[src/rtl/debug_cmd_if.sv]
// Abstract-command request/response channel between the debug module
// front end (master) and the command engine (slave).
`ifndef XLEN
`define XLEN 64
`endif

interface debug_cmd_if #(
    parameter int XLEN = `XLEN
) ();
    logic            cmd_valid_i;
    logic            cmd_ready_o;
    logic [15:0]     cmd_regno_i;
    logic            cmd_write_i;
    logic [XLEN-1:0] cmd_wdata_i;
    logic            rsp_valid_o;
    logic            rsp_ready_i;
    logic [XLEN-1:0] rsp_rdata_o;
    logic [2:0]      rsp_err_o;

    modport slave (
        input  cmd_valid_i, cmd_regno_i, cmd_write_i, cmd_wdata_i, rsp_ready_i,
        output cmd_ready_o, rsp_valid_o, rsp_rdata_o, rsp_err_o
    );

    modport master (
        output cmd_valid_i, cmd_regno_i, cmd_write_i, cmd_wdata_i, rsp_ready_i,
        input  cmd_ready_o, rsp_valid_o, rsp_rdata_o, rsp_err_o
    );
endinterface

[src/rtl/debug_cmd_engine.sv]
// Debug abstract-command engine: executes single register accesses
// (CSR / integer GPR / FP GPR) on a halted hart and handles halt/resume
// run control towards the core.
//
// state  | meaning
// -------+-----------------------------------------------------------
// IDLE   | waiting for a command, ready when no resume is pending
// ACCESS | index driven, write strobe pulses for writes
// SAMPLE | index still driven, read data captured at end of cycle
// RESP   | response held until the requester takes it
`ifndef XLEN
`define XLEN 64
`endif

module debug_cmd_engine #(
    parameter int XLEN = `XLEN
) (
    input  logic            clk_i,
    input  logic            srstn_i,
    debug_cmd_if.slave      bus,
    input  logic            dm_haltreq_i,
    input  logic            dm_resumereq_i,
    output logic            dm_halted_o,
    output logic            dm_running_o,
    output logic            dm_resumeack_o,
    output logic [11:0]     csrindex_o,
    output logic            csrwr_o,
    output logic [XLEN-1:0] csrwdata_o,
    input  logic [XLEN-1:0] csrrdata_i,
    output logic [4:0]      igprindex_o,
    output logic            igprwr_o,
    output logic [XLEN-1:0] igprwdata_o,
    input  logic [XLEN-1:0] igprrdata_i,
    output logic [4:0]      fgprindex_o,
    output logic            fgprwr_o,
    output logic [XLEN-1:0] fgprwdata_o,
    input  logic [XLEN-1:0] fgprrdata_i,
    output logic            haltreq_o,
    output logic            resumereq_o,
    input  logic            halted_i,
    input  logic            run_i
);

    typedef enum logic [1:0] {IDLE, ACCESS, SAMPLE, RESP} state_t;
    typedef enum logic [1:0] {TGT_CSR, TGT_IGPR, TGT_FGPR, TGT_NONE} tgt_t;

    localparam logic [2:0] ERR_NONE    = 3'd0;
    localparam logic [2:0] ERR_NOTSUP  = 3'd2;
    localparam logic [2:0] ERR_HALTRES = 3'd4;

    state_t          state_q, state_d;
    tgt_t            tgt_in, tgt_q;
    logic [2:0]      err_in, err_q;
    logic [11:0]     regno_q;
    logic            write_q;
    logic [XLEN-1:0] wdata_q;
    logic [XLEN-1:0] rdata_q;
    logic            ready_en_q;
    logic            haltreq_q, halted_q, run_q;
    logic            resumereq_q, resumeack_q;
    logic            cmd_ready;
    logic            accept;
    logic            resume_ok;

    // ready is held low through reset and for the release edge itself
    assign cmd_ready = ready_en_q && (state_q == IDLE) && !resumereq_q;
    assign accept    = bus.cmd_valid_i && cmd_ready;
    assign resume_ok = dm_resumereq_i && halted_i && !dm_haltreq_i && (state_q == IDLE);

    assign haltreq_o      = haltreq_q;
    assign resumereq_o    = resumereq_q;
    assign dm_halted_o    = halted_q;
    assign dm_running_o   = run_q;
    assign dm_resumeack_o = resumeack_q;

    // classify the incoming register number and its error code
    always_comb begin
        tgt_in = TGT_NONE;
        if (bus.cmd_regno_i[15:12] == 4'h0)
            tgt_in = TGT_CSR;
        else if (bus.cmd_regno_i[15:5] == 11'h080)
            tgt_in = TGT_IGPR;
        else if (bus.cmd_regno_i[15:5] == 11'h081)
            tgt_in = TGT_FGPR;

        if (!halted_i)
            err_in = ERR_HALTRES;
        else if (tgt_in == TGT_NONE)
            err_in = ERR_NOTSUP;
        else
            err_in = ERR_NONE;
    end

    // command FSM state register
    always_ff @(posedge clk_i) begin
        if (!srstn_i)
            state_q <= IDLE;
        else
            state_q <= state_d;
    end

    // next state and core-port / response drive
    always_comb begin
        state_d         = state_q;
        bus.cmd_ready_o = cmd_ready;
        bus.rsp_valid_o = 1'b0;
        bus.rsp_rdata_o = '0;
        bus.rsp_err_o   = ERR_NONE;
        csrindex_o      = '0;
        csrwr_o         = 1'b0;
        csrwdata_o      = '0;
        igprindex_o     = '0;
        igprwr_o        = 1'b0;
        igprwdata_o     = '0;
        fgprindex_o     = '0;
        fgprwr_o        = 1'b0;
        fgprwdata_o     = '0;

        if (state_q == ACCESS || state_q == SAMPLE) begin
            case (tgt_q)
                TGT_CSR:  csrindex_o  = regno_q;
                TGT_IGPR: igprindex_o = regno_q[4:0];
                TGT_FGPR: fgprindex_o = regno_q[4:0];
                default:  ;
            endcase
        end

        case (state_q)
            IDLE: begin
                if (accept)
                    state_d = (err_in != ERR_NONE) ? RESP : ACCESS;
            end
            ACCESS: begin
                if (write_q) begin
                    case (tgt_q)
                        TGT_CSR:  begin csrwr_o  = 1'b1; csrwdata_o  = wdata_q; end
                        TGT_IGPR: begin igprwr_o = 1'b1; igprwdata_o = wdata_q; end
                        TGT_FGPR: begin fgprwr_o = 1'b1; fgprwdata_o = wdata_q; end
                        default:  ;
                    endcase
                end
                state_d = SAMPLE;
            end
            SAMPLE: begin
                state_d = RESP;
            end
            RESP: begin
                bus.rsp_valid_o = 1'b1;
                bus.rsp_rdata_o = rdata_q;
                bus.rsp_err_o   = err_q;
                if (bus.rsp_ready_i)
                    state_d = IDLE;
            end
            default: state_d = IDLE;
        endcase
    end

    // command latch and read-data capture
    always_ff @(posedge clk_i) begin
        if (!srstn_i) begin
            ready_en_q <= 1'b0;
            regno_q    <= '0;
            write_q    <= 1'b0;
            wdata_q    <= '0;
            err_q      <= ERR_NONE;
            tgt_q      <= TGT_NONE;
            rdata_q    <= '0;
        end else begin
            ready_en_q <= 1'b1;
            if (accept) begin
                regno_q <= bus.cmd_regno_i[11:0];
                write_q <= bus.cmd_write_i;
                wdata_q <= bus.cmd_wdata_i;
                err_q   <= err_in;
                tgt_q   <= tgt_in;
                rdata_q <= '0;
            end else if (state_q == SAMPLE && !write_q) begin
                case (tgt_q)
                    TGT_CSR:  rdata_q <= csrrdata_i;
                    TGT_IGPR: rdata_q <= igprrdata_i;
                    TGT_FGPR: rdata_q <= fgprrdata_i;
                    default:  rdata_q <= '0;
                endcase
            end
        end
    end

    // run control: status sampling and resume request/acknowledge
    always_ff @(posedge clk_i) begin
        if (!srstn_i) begin
            haltreq_q   <= 1'b0;
            halted_q    <= 1'b0;
            run_q       <= 1'b0;
            resumereq_q <= 1'b0;
            resumeack_q <= 1'b0;
        end else begin
            haltreq_q <= dm_haltreq_i;
            halted_q  <= halted_i;
            run_q     <= run_i;
            if (resume_ok) begin
                resumereq_q <= 1'b1;
                resumeack_q <= 1'b0;
            end else if (resumereq_q && run_i) begin
                resumereq_q <= 1'b0;
                resumeack_q <= 1'b1;
            end
        end
    end

endmodule

[src/flat_wrapper.sv]
// flat-port wrapper written by rule: the top's interface ports become plain ports
module debug_cmd_engine_flat 
#(
    parameter int XLEN = `XLEN
)
  (clk_i, srstn_i, dm_haltreq_i, dm_resumereq_i, dm_halted_o, dm_running_o, dm_resumeack_o, csrindex_o, csrwr_o, csrwdata_o, csrrdata_i, igprindex_o, igprwr_o, igprwdata_o, igprrdata_i, fgprindex_o, fgprwr_o, fgprwdata_o, fgprrdata_i, haltreq_o, resumereq_o, halted_i, run_i, bus_cmd_valid_i, bus_cmd_regno_i, bus_cmd_write_i, bus_cmd_wdata_i, bus_rsp_ready_i, bus_cmd_ready_o, bus_rsp_valid_o, bus_rsp_rdata_o, bus_rsp_err_o);
  debug_cmd_if #(.XLEN(XLEN)) bus_i ();
  input  logic clk_i;
  input  logic srstn_i;
  input  logic dm_haltreq_i;
  input  logic dm_resumereq_i;
  output logic dm_halted_o;
  output logic dm_running_o;
  output logic dm_resumeack_o;
  output logic [11:0] csrindex_o;
  output logic csrwr_o;
  output logic [XLEN-1:0] csrwdata_o;
  input  logic [XLEN-1:0] csrrdata_i;
  output logic [4:0] igprindex_o;
  output logic igprwr_o;
  output logic [XLEN-1:0] igprwdata_o;
  input  logic [XLEN-1:0] igprrdata_i;
  output logic [4:0] fgprindex_o;
  output logic fgprwr_o;
  output logic [XLEN-1:0] fgprwdata_o;
  input  logic [XLEN-1:0] fgprrdata_i;
  output logic haltreq_o;
  output logic resumereq_o;
  input  logic halted_i;
  input  logic run_i;
  input wire logic [$bits(bus_i.cmd_valid_i)-1:0] bus_cmd_valid_i;
  input wire logic [$bits(bus_i.cmd_regno_i)-1:0] bus_cmd_regno_i;
  input wire logic [$bits(bus_i.cmd_write_i)-1:0] bus_cmd_write_i;
  input wire logic [$bits(bus_i.cmd_wdata_i)-1:0] bus_cmd_wdata_i;
  input wire logic [$bits(bus_i.rsp_ready_i)-1:0] bus_rsp_ready_i;
  output wire logic [$bits(bus_i.cmd_ready_o)-1:0] bus_cmd_ready_o;
  output wire logic [$bits(bus_i.rsp_valid_o)-1:0] bus_rsp_valid_o;
  output wire logic [$bits(bus_i.rsp_rdata_o)-1:0] bus_rsp_rdata_o;
  output wire logic [$bits(bus_i.rsp_err_o)-1:0] bus_rsp_err_o;
  assign bus_i.cmd_valid_i = bus_cmd_valid_i;
  assign bus_i.cmd_regno_i = bus_cmd_regno_i;
  assign bus_i.cmd_write_i = bus_cmd_write_i;
  assign bus_i.cmd_wdata_i = bus_cmd_wdata_i;
  assign bus_i.rsp_ready_i = bus_rsp_ready_i;
  assign bus_cmd_ready_o = bus_i.cmd_ready_o;
  assign bus_rsp_valid_o = bus_i.rsp_valid_o;
  assign bus_rsp_rdata_o = bus_i.rsp_rdata_o;
  assign bus_rsp_err_o = bus_i.rsp_err_o;
  debug_cmd_engine #(.XLEN(XLEN)) u_core (.clk_i(clk_i), .srstn_i(srstn_i), .bus(bus_i), .dm_haltreq_i(dm_haltreq_i), .dm_resumereq_i(dm_resumereq_i), .dm_halted_o(dm_halted_o), .dm_running_o(dm_running_o), .dm_resumeack_o(dm_resumeack_o), .csrindex_o(csrindex_o), .csrwr_o(csrwr_o), .csrwdata_o(csrwdata_o), .csrrdata_i(csrrdata_i), .igprindex_o(igprindex_o), .igprwr_o(igprwr_o), .igprwdata_o(igprwdata_o), .igprrdata_i(igprrdata_i), .fgprindex_o(fgprindex_o), .fgprwr_o(fgprwr_o), .fgprwdata_o(fgprwdata_o), .fgprrdata_i(fgprrdata_i), .haltreq_o(haltreq_o), .resumereq_o(resumereq_o), .halted_i(halted_i), .run_i(run_i));
endmodule
[config.mk]
export PLATFORM = sky130hd
export DESIGN_NAME = debug_cmd_engine_flat
export DESIGN_NICKNAME = d
export VERILOG_FILES = /design/src/rtl/debug_cmd_if.sv /design/src/rtl/debug_cmd_engine.sv /design/src/flat_wrapper.sv
export SDC_FILE = /design/constraint.sdc
export NUM_CORES = 1
export LEC_CHECK = 0
export CAP_MARGIN = 25
export CORE_AREA = 5 5 218 220
export DETAILED_ROUTE_END_ITERATION = 10
export DIE_AREA = 0 0 223 225
export PLACE_DENSITY_LB_ADDON = 0.15
export SYNTH_ARGS = -nofsm -noshare
export SYNTH_HDL_FRONTEND = slang
export SYNTH_SLANG_ARGS = --single-unit
[constraint.sdc]
create_clock -name clk_i -period 1.95 [get_ports clk_i]
set_input_delay 0.195 -clock clk_i [delete_from_list [all_inputs] [get_ports clk_i]]
set_output_delay 0.195 -clock clk_i [all_outputs]
set_load 0.02 [all_outputs]
==> out/qor.txt, run 1 <==
Status: finished, violations left
Violated checks: setup timing
Max Slew Vio Count: 0
P per Cell Area: 654 mW/mm²
Max VDD drop: 0.463 mV
Hold Vio Cnt, Final: 0
Layout Skew: 0.0100 ns
CTS clk-pin slew, worst paths: 0.06 ns
Total Nets Final: 2,081
Worst r2r src: u_core.state_q[0]$_SDFFE_PN0P_
GRT overflow: 0
Routability congestion estimate: 0.790
Int Pwr: 8.10 mW
Drt pass-1 iters: 6
Flop pwr share: 34.8%
ANT cells: 0
Gr usage total: 17.6%
Post-Synthesis Cells: 1,149
Reg2reg path depth: 8
Antenna-violating nets left: 0
Mapped Area: 0.00870 mm²
Relative slew slack: 62.8%
Syn Nets: 1,435
Worst setup margin: -0.185 ns
Later-pin clock latency in the skew report: 0.44 ns
Top cells by area, synth: dfxtp_1 35%, and2_1 19%, a21oi_1 8.3%, mux2i_1 7.4%, nand2_1 7.0%
Final HPWL DP: 33.6 mm
Vias post-DR: 10.2k
Clock sink count: 153
Crit end category: primary output
Hold-fix buffers, CTS: 0
Die width: 223 µm
Die Span Y: 225 µm
Crit path max fanout: 6
P_leak: 7.93 nW
Crit path largest cell delay: 0.36 ns
Seq cells post-synth: 153
Worst Tran Pin Value: 0.557 ns
Initial core utilization: 19.3%
CP Launch Type: register
DIE AREA: 0.0502 mm²
Antenna violations before repair: 4
Post-synth top cells: 262 x and2_1, 163 x nand2_1, 153 x dfxtp_1, 153 x nor2_1, 144 x a21oi_1
Mean Syn Cell Area: 7.57 µm²
Maximum number of pins on one net before global-route repair: 79
RSZ-0062 raised after global routing: yes
End of the worst register-to-register path: u_core.state_q[1]$_SDFFE_PN0P_
First-pass GRT wire length: 66.9 mm
Layout cells sized above 1: 40.5%
R2r setup slk: 0.06 ns
IO Count: 572
Ys async rst share: 0%
Maximum Capacitance Violations: 0
WHS Path Cells: 3
Comb power frac: 36.5%
Syn. warnings: 0
Worst Min Path Start: bus_cmd_wdata_i[58]
Hold WC Path Type: primary input to register
Detailed Route Iter0 Violations: 303
Num CTS Buffers: 17
Crit-path slowest cell: dfxtp_4
Most common cell in the netlist: and2_1
Critical Path RT: 1.75 ns
CTS root buffer: clkbuf_16
Layout Area Growth over Synthesis: 112%
Fmax: 0.468 GHz
Clock Path Buffers: 2
Worst Setup Path Type: register to primary output
Prevailing post-synth register cell: dfxtp_1
Sequential area share after synthesis: 35.2%
Pwr Total: 12.1 mW
Avg WL per Cell: 19.9 µm
Clk pwr share: 28.7%
Port Buffers: 570
NetSw: 3.95 mW
Setup violators final: 188
Final Critical Period: 2.14 ns
Yosys top cell area share: 35.2%
Cell variety after synth: 36
CTS tree: built
Cell taking the most area after synthesis: dfxtp_1
CP arrival: 1.94 ns
Net Sw Frac: 32.8%
Crit path top cell by count: buf_6
Core Area: 0.0451 mm²
Layout fillers: 4,593
End of the worst hold path: u_core.wdata_q[58]$_SDFFE_PN0P_
Routed vias/inst: 4.26
Setup TNS: -16.35 ns
Row cnt: 78
Vias in the first global route: 10.3k
H-tree levels: 4
Number of synthesized flops with an enable pin: 0
Fin crit share: 110%
Crit path launch: u_core.tgt_q[0]$_SDFFE_PN1P_
DP Worst Slack: -0.224 ns
Critical Path, Cell by Cell: or2_4, nor2_4, buf_8, buf_12, buf_6, and2_4, buf_6
Routed WL: 47.8 mm
DR DRC count: 0
-- state kept, by name, indices dropped and copies added, names as in the netlist --
register               count
u_core.state_q             2
u_core.write_q             1
u_core.ready_en_q          1
u_core.dm_running_o        1
u_core.dm_resumeack_o      1
u_core.tgt_q               2
u_core.rdata_q            64
u_core.wdata_q            64
u_core.regno_q            12
u_core.err_q               2
u_core.haltreq_o           1
u_core.dm_halted_o         1
u_core.resumereq_o         1
-- layer usage --
metal | up-vias | routed length [µm] | part of all wire (%) | track usage (%)
met5 | - | 54 | 0.11 | 0
met1 | 4702 | 18500 | 39 | 19.5
li1 | 5062 | - | - | -
met2 | 415 | 24200 | 51 | 31.7
met3 | 61 | 3840 | 8.0 | 6.43
met4 | 8 | 1250 | 2.6 | 4.94
-- layout make-up --
class,instances,area [µm²],share of cell area [%]
Timing Repair Buffer,728,8170,44.4
Multi-Input combinational cell,891,5820,31.6
Sequential cell,153,3080,16.7
Tap cell,600,751,4.07
Clock buffer,20,447,2.42
Clock inverter,11,146,0.794
Inverter,4,17.5,0.0951
-- worst max-delay path: cells and delay by family (launching register included) --
kind | cells | cell delay [ns]
flops | 1 | 0.36
simple gates | 3 | 0.58
buf+inv | 4 | 0.55
-- cells by family (layout without fill, tap and decap cells) --
| group | Yosys count | after routing | synth area share (%) |
|---|---|---|---|
| AND/OR/NAND/NOR | 603 | 603 | 34.6 |
| multiplexers | 65 | 65 | 7.49 |
| buffers and inverters | 105 | 763 | 6.79 |
| adder cells (fa/ha/maj) | 5 | 5 | 0.719 |
| other | 1 | 1 | 0.0431 |
| flip-flops | 153 | 153 | 35.2 |
| AO/OA/AOI/OAI | 217 | 217 | 15.1 |
-- power by group through the flow --
stage,clock network (mW),registers [mW],logic [mW]
floorplan,0,4.04,1.89
global placement,0,4.16,3.62
detailed placement,0,4.19,3.66
CTS,3.60,4.15,3.87
global route,3.71,4.28,4.81
finish,3.46,4.19,4.39
-- repair_timing --
action / CTS / global route
hold endpoints to repair: 0 / 0
setup endpoints to repair: 285 / 282
gates cloned: 21 / 8
resized for setup: 1531 / 410
pin swaps: 6 / 33
setup buffers: 53 / 17
-- per-stage QoR --
| step | instances | cell area (µm²) | utilization, % | hold WS (ns) |
|---|---|---|---|---|
| floorplan | 1149 | 8700 | - | 0.223 |
| global placement | 2288 | 15400 | 34.2 | 0.440 |
| detailed placement | 2288 | 15400 | 34.2 | 0.443 |
| CTS | 2392 | 17300 | 38.3 | 0.263 |
| global route | 2407 | 18400 | 40.9 | 0.285 |
| finish | 2407 | 18400 | 40.9 | 0.294 |
-- how the worst max path moves through the flow --
stage                                  to  slack [ns]  cells past startpoint
after floorplan           fgprwdata_o[54]        0.34                      6
after global placement    igprwdata_o[11]       -0.22                      7
after detailed placement   csrwdata_o[32]       -0.22                      7
after CTS                 bus_cmd_ready_o       -0.28                      4
after global routing      fgprwdata_o[43]       -0.27                     10
final                      csrwdata_o[48]       -0.19                      7
-- placed cells by master, fill, tap and decap left out, types with 3 or more instances in the layout --
| cell | n |
|---|---|
| a211oi_1 | 56 |
| a211oi_2 | 11 |
| a21oi_1 | 143 |
| and2_1 | 59 |
| and2_4 | 203 |
| and3_4 | 7 |
| buf_12 | 44 |
| buf_16 | 13 |
| buf_2 | 26 |
| buf_4 | 64 |
| buf_6 | 278 |
| buf_8 | 8 |
| bufinv_16 | 3 |
| clkbuf_16 | 25 |
| clkdlybuf4s50_1 | 285 |
| clkinvlp_4 | 3 |
| dfxtp_1 | 149 |
| dfxtp_4 | 3 |
| ha_4 | 3 |
| mux2i_1 | 64 |
| nand2_1 | 156 |
| nand2_4 | 3 |
| nor2_1 | 140 |
| nor2_4 | 13 |
| o21ai_0 | 3 |
(Power assumes the default switching activity.)
==> run 2: changes to the inputs <==
--- a/config.mk
+++ b/config.mk
@@ -10,6 +10,7 @@
 export DETAILED_ROUTE_END_ITERATION = 10
 export DIE_AREA = 0 0 223 225
 export PLACE_DENSITY_LB_ADDON = 0.15
+export RECOVER_POWER = 100
 export SYNTH_ARGS = -nofsm -noshare
 export SYNTH_HDL_FRONTEND = slang
 export SYNTH_SLANG_ARGS = --single-unit
==> out/qor.txt, run 2 (synthesized netlist as in run 1, its figures left out) <==
Die width: 223 µm (unchanged)
H-tree levels: 4 (unchanged)
Crit path max fanout: 6 (unchanged)
Layout Area Growth over Synthesis: 112% (about the same)
Setup TNS: -16.15 ns (was -16.35 ns)
CP arrival: 1.94 ns (about the same)
Crit path largest cell delay: 0.36 ns (about the same)
Detailed Route Iter0 Violations: 305 (was 303)
Crit end category: primary output (unchanged)
Final HPWL DP: 33.6 mm (unchanged)
Core Area: 0.0451 mm² (unchanged)
Flop pwr share: 34.9% (was 34.8%)
Critical Path, Cell by Cell: or2_4, nor2_4, buf_8, buf_12, buf_6, and2_4, buf_6 (unchanged)
DIE AREA: 0.0502 mm² (unchanged)
Status: finished, violations left (unchanged)
First-pass GRT wire length: 66.9 mm (unchanged)
Violated checks: setup timing (unchanged)
Clock sink count: 153 (unchanged)
IO Count: 572 (unchanged)
Max Slew Vio Count: 0 (unchanged)
Routed WL: 47.8 mm (about the same)
Num CTS Buffers: 17 (unchanged)
Clock Path Buffers: 2 (unchanged)
Net Sw Frac: 32.8% (about the same)
Crit path top cell by count: buf_6 (unchanged)
Drt pass-1 iters: 6 (unchanged)
Comb power frac: 36.3% (was 36.5%)
Die Span Y: 225 µm (unchanged)
Leading cell type in the layout, fill and taps excluded: clkdlybuf4s50_1 (unchanged)
P_leak: 7.92 nW (was 7.93 nW)
Critical Path RT: 1.75 ns (about the same)
Routability congestion estimate: 0.790 (unchanged)
Crit-path slowest cell: dfxtp_4 (unchanged)
Vias in the first global route: 10.3k (unchanged)
Antenna-violating nets left: 0 (unchanged)
Final cell count without fillers: 2,408 (was 2,407)
Final Critical Period: 2.13 ns (was 2.14 ns)
Worst Setup Path Type: register to primary output (unchanged)
CTS tree: built (unchanged)
Fin crit share: 109% (was 110%)
Biggest regs: u_core.rdata_q (64), u_core.wdata_q (64), u_core.regno_q (12) (unchanged)
NetSw: 3.94 mW (was 3.95 mW)
Maximum number of pins on one net before global-route repair: 79 (unchanged)
Layout cells sized above 1: 40.3% (was 40.5%)
Setup violators final: 185 (was 188)
Layout Skew: 0.0100 ns (about the same)
Antenna violations before repair: 4 (unchanged)
Total Nets Final: 2,081 (unchanged)
P per Cell Area: 653 mW/mm² (was 654 mW/mm²)
Hold WC Path Type: primary input to register (unchanged)
Initial core utilization: 19.3% (unchanged)
Gr usage total: 17.6% (unchanged)
Row cnt: 78 (unchanged)
Port Buffers: 570 (unchanged)
Hold-fix buffers, CTS: 0 (unchanged)
Routed vias/inst: 4.25 (was 4.26)
CTS root buffer: clkbuf_16 (unchanged)
CP Launch Type: register (unchanged)
Int Pwr: 8.07 mW (was 8.10 mW)
DP Worst Slack: -0.224 ns (unchanged)
Worst Tran Pin Value: 0.770 ns (was 0.557 ns)
Clk pwr share: 28.8% (was 28.7%)
Worst setup margin: -0.180 ns (was -0.185 ns)
Relative slew slack: 48.6% (was 62.8%)
Layout fillers: 4,595 (was 4,593)
Fmax: 0.469 GHz (was 0.468 GHz)
CTS clk-pin slew, worst paths: 0.06 ns (about the same)
Hold Vio Cnt, Final: 0 (unchanged)
Avg WL per Cell: 19.8 µm (was 19.9 µm)
Most frequent cells in the layout: 280 x clkdlybuf4s50_1, 279 x buf_6, 203 x and2_4, 156 x nand2_1, 149 x dfxtp_1 (was 285 x clkdlybuf4s50_1, 278 x buf_6, 203 x and2_4, 156 x nand2_1, 149 x dfxtp_1)
Maximum Capacitance Violations: 0 (unchanged)
Later-pin clock latency in the skew report: 0.44 ns (about the same)
DP Cell Count: 2,288 (unchanged)
RSZ-0062 raised after global routing: yes (unchanged)
DR DRC count: 0 (unchanged)
Vias post-DR: 10.2k (about the same)
GRT overflow: 0 (unchanged)
Max VDD drop: 0.462 mV (was 0.463 mV)
run 2: worst max-delay path, delay by kind of cell (launching register included):
kind          cells  cell delay, ns
buf+inv           4            0.55
flops             1            0.36
simple gates      3            0.58
run 2: metal layers:
layer | routed length [µm] | track usage, % | vias up | share of wire, %
li1 | - | - | 5062 | -
met1 | 18400 | 19.5 | 4684 | 39
met2 | 24200 | 31.7 | 415 | 51
met3 | 3860 | 6.43 | 61 | 8.1
met4 | 1250 | 4.94 | 8 | 2.6
met5 | 54 | 0 | - | 0.11
run 2: cell type report:
| class | count | area [µm²] | share of cell area, % |
|---|---|---|---|
| timing repair buffer | 728 | 8150 | 44.3 |
| multi-input combinational | 891 | 5820 | 31.6 |
| sequential | 153 | 3080 | 16.7 |
| tap | 600 | 751 | 4.08 |
| clock buffer | 20 | 447 | 2.43 |
| clock inverter | 11 | 146 | 0.795 |
| inverter | 4 | 17.5 | 0.0952 |
| antenna | 1 | 2.50 | 0.0136 |
run 2: power by group through the flow:
stage | Sequential [mW] | Clock (mW) | Combinational [mW]
final | 4.19 | 3.46 | 4.36
after global routing | 4.28 | 3.71 | 4.78
after CTS | 4.15 | 3.60 | 3.87
after detailed placement | 4.19 | 0 | 3.66
after global placement | 4.16 | 0 | 3.62
after floorplan | 4.04 | 0 | 1.89
run 2: per-stage QoR:
stage	utilization, %	hold WS, ns	area (µm²)	power (mW)
CTS	38.3	0.263	17300	11.6
floorplan	-	0.223	8700	5.93
global placement	34.2	0.440	15400	7.78
finish	40.8	0.295	18400	12.0
detailed placement	34.2	0.443	15400	7.84
global route	40.8	0.285	18400	12.8
run 2: path summary, 6_finish.rpt:
check	start	end	slack, ns	cells past startpoint
setup reg to reg	u_core.state_q[0]$_SDFFE_PN0P_	u_core.state_q[1]$_SDFFE_PN0P_	0.06	8
hold reg to reg	u_core.regno_q[10]$_SDFFE_PN0P_	u_core.regno_q[10]$_SDFFE_PN0P_	0.46	2
setup / recovery	u_core.tgt_q[0]$_SDFFE_PN1P_	csrwdata_o[48]	-0.18	7
hold / removal	bus_cmd_wdata_i[60]	u_core.wdata_q[60]$_SDFFE_PN0P_	0.30	3
run 2: what timing repair did:
item,in CTS,in global routing
setup buffers,53,17
pin swaps,6,33
cloned,21,8
endpoints found under the setup margin,285,282
resized for setup,1531,410
==> run 3: changes to the inputs <==
--- a/config.mk
+++ b/config.mk
@@ -6,9 +6,9 @@
 export NUM_CORES = 1
 export LEC_CHECK = 0
 export CAP_MARGIN = 25
-export CORE_AREA = 5 5 218 220
+export CORE_AREA = 3 3 223 225
 export DETAILED_ROUTE_END_ITERATION = 10
-export DIE_AREA = 0 0 223 225
+export DIE_AREA = 0 0 226 228
 export PLACE_DENSITY_LB_ADDON = 0.15
 export RECOVER_POWER = 100
 export SYNTH_ARGS = -nofsm -noshare
==> out/qor.txt, run 3 (synthesized netlist as in run 1, its figures left out) <==
IO Count: 572 (unchanged)
Max Slew Vio Count: 0 (unchanged)
P_leak: 7.39 nW (was 7.92 nW)
DP Cell Count: 2,288 (unchanged)
Hold WC Path Type: primary input to register (unchanged)
Maximum Capacitance Violations: 0 (unchanged)
Setup TNS: -21.80 ns (was -16.15 ns)
Row cnt: 80 (was 78)
Layout cells sized above 1: 34.9% (was 40.3%)
Vias in the first global route: 9,814 (was 10.3k)
Total Nets Final: 2,041 (was 2,081)
Final HPWL DP: 32.8 mm (was 33.6 mm)
Routed WL: 45.9 mm (was 47.8 mm)
Max VDD drop: 0.434 mV (was 0.462 mV)
Met2 wire len: 23.0 mm (was 24.2 mm)
Cell area after layout: 0.0172 mm² (was 0.0184 mm²)
Layout fillers: 4,983 (was 4,595)
Vias post-DR: 9,930 (was 10.2k)
P per Cell Area: 637 mW/mm² (was 653 mW/mm²)
Violated checks: setup timing (unchanged)
CP arrival: 2.00 ns (was 1.94 ns)
Fin crit share: 112% (was 109%)
Clock Path Buffers: 2 (unchanged)
Port Buffers: 570 (unchanged)
Leading cell type in the layout, fill and taps excluded: clkdlybuf4s50_1 (unchanged)
CTS root buffer: clkbuf_16 (unchanged)
Core Area: 0.0477 mm² (was 0.0451 mm²)
Critical Path RT: 1.75 ns (about the same)
Avg WL per Cell: 19.3 µm (was 19.8 µm)
Clock sink count: 153 (unchanged)
Pwr Total: 10.9 mW (was 12.0 mW)
Crit end category: primary output (unchanged)
Hold Vio Cnt, Final: 0 (unchanged)
Final cell count without fillers: 2,382 (was 2,408)
Layout Skew: 0.00733 ns (was 0.0100 ns)
Biggest regs: u_core.rdata_q (64), u_core.wdata_q (64), u_core.regno_q (12) (unchanged)
Worst setup margin: -0.243 ns (was -0.180 ns)
Worst Setup Path Type: register to primary output (unchanged)
Gr usage total: 16.5% (was 17.6%)
H-tree levels: 4 (unchanged)
Maximum number of pins on one net before global-route repair: 78 (was 79)
Met1 wire length: 17.9 mm (was 18.4 mm)
Routability congestion estimate: 0.773 (was 0.790)
Die width: 226 µm (was 223 µm)
CTS tree: built (unchanged)
First-pass GRT wire length: 63.4 mm (was 66.9 mm)
DIE AREA: 0.0515 mm² (was 0.0502 mm²)
Layout Area Growth over Synthesis: 97.3% (was 112%)
RSZ-0062 raised after global routing: yes (unchanged)
Top Layer Used: met5 (unchanged)
Worst Tran Pin Value: 0.593 ns (was 0.770 ns)
Drt pass-1 iters: 4 (was 6)
Detailed Route Iter0 Violations: 328 (was 305)
Initial core utilization: 18.2% (was 19.3%)
Num CTS Buffers: 17 (unchanged)
Antenna-violating nets left: 0 (unchanged)
CTS clk-pin slew, worst paths: 0.06 ns (about the same)
Setup violators final: 203 (was 185)
Area of placed instances: 0.0153 mm² (was 0.0154 mm²)
Die Span Y: 228 µm (was 225 µm)
Status: finished, violations left (unchanged)
DR DRC count: 0 (unchanged)
GRT overflow: 0 (unchanged)
Later-pin clock latency in the skew report: 0.45 ns (was 0.44 ns)
Relative slew slack: 60.5% (was 48.6%)
Fmax: 0.456 GHz (was 0.469 GHz)
Final Critical Period: 2.19 ns (was 2.13 ns)
R2r setup slk: -0.08 ns (was 0.06 ns)
Crit path max fanout: 13 (was 6)
Most frequent cells in the layout: 279 x clkdlybuf4s50_1, 203 x buf_6, 161 x nand2_1, 159 x and2_4, 150 x dfxtp_1 (was 280 x clkdlybuf4s50_1, 279 x buf_6, 203 x and2_4, 156 x nand2_1, 149 x dfxtp_1)
Routed vias/inst: 4.17 (was 4.25)
CP Launch Type: register (unchanged)
Antenna violations before repair: 6 (was 4)
Met3 wire length: 3.89 mm (was 3.86 mm)
run 3: changes by cell type in the layout (fill, tap and decap cells not counted), moves of 10 or more:
cell	change
buf_6	-76
clkbuf_2	+61
and2_1	+44
and2_4	-44
buf_2	-23
nor2_4	-10
run 3: cell type report:
type                            count  area (µm²)  share of cell area (%)
Clock buffer                       23         468                    2.73
Tap cell                          615         769                    4.48
Clock inverter                      7        70.1                   0.408
Timing Repair Buffer              688        7240                    42.2
Antenna cell                        1        2.50                  0.0146
Inverter                            4        17.5                   0.102
Sequential cell                   153        3070                    17.9
Multi-Input combinational cell    891        5520                    32.2
run 3: worst paths after layout:
check                                                        to  depth (start not counted)                      startpoint
worst min-delay path            u_core.wdata_q[60]$_SDFFE_PN0P_                          3             bus_cmd_wdata_i[60]
worst max register to register  u_core.rdata_q[26]$_SDFFE_PP0P_                          7    u_core.tgt_q[0]$_SDFFE_PN1P_
worst max-delay path                            fgprwdata_o[30]                         10  u_core.state_q[1]$_SDFFE_PN0P_
worst min register to register   u_core.regno_q[6]$_SDFFE_PN0P_                          2  u_core.regno_q[6]$_SDFFE_PN0P_
run 3: where the power goes:
part           switching (mW)  total (mW)  internal, mW  leakage (nW)
sequential              0.411        4.16          3.75          1.25
combinational            1.84        3.58          1.74          5.88
clock                    1.39        3.20          1.81         0.259
total                    3.64        10.9          7.29          7.39
run 3: repair_timing:
item | 4_1_cts | 5_1_grt
resized for setup | 898 | 718
pin swaps | 6 | 2
hold buffers | 0 | 0
gates cloned | 13 | 12
setup endpoints to repair | 284 | 282
buffers inserted | 17 | 31
run 3: critical path: stages, from the launching register on:
cell and delay (ns):
dfxtp_2 0.33, inv_4 0.07, ha_4 0.13, nand2_4 0.06, buf_6 0.12, nor2_4 0.15, buf_8 0.15, buf_4 0.12
buf_12 0.13, and2_1 0.15, buf_6 0.12
run 3: routing by layer:
| metal | up-vias | track usage, % |
|---|---|---|
| met5 | - | 0 |
| met4 | 12 | 5.30 |
| met3 | 57 | 5.67 |
| met2 | 386 | 29.8 |
| met1 | 4501 | 18.0 |
| li1 | 4974 | - |
run 3: through the flow:
stage / hold WS (ns) / setup slack, ns / util (%)
after CTS: 0.250 / -0.309 / 34.6
after detailed placement: 0.442 / -0.270 / 32.1
after floorplan: 0.223 / 0.336 / -
after global routing: 0.275 / -0.362 / 35.9
after global placement: 0.438 / -0.271 / 32.1
final: 0.294 / -0.243 / 35.9
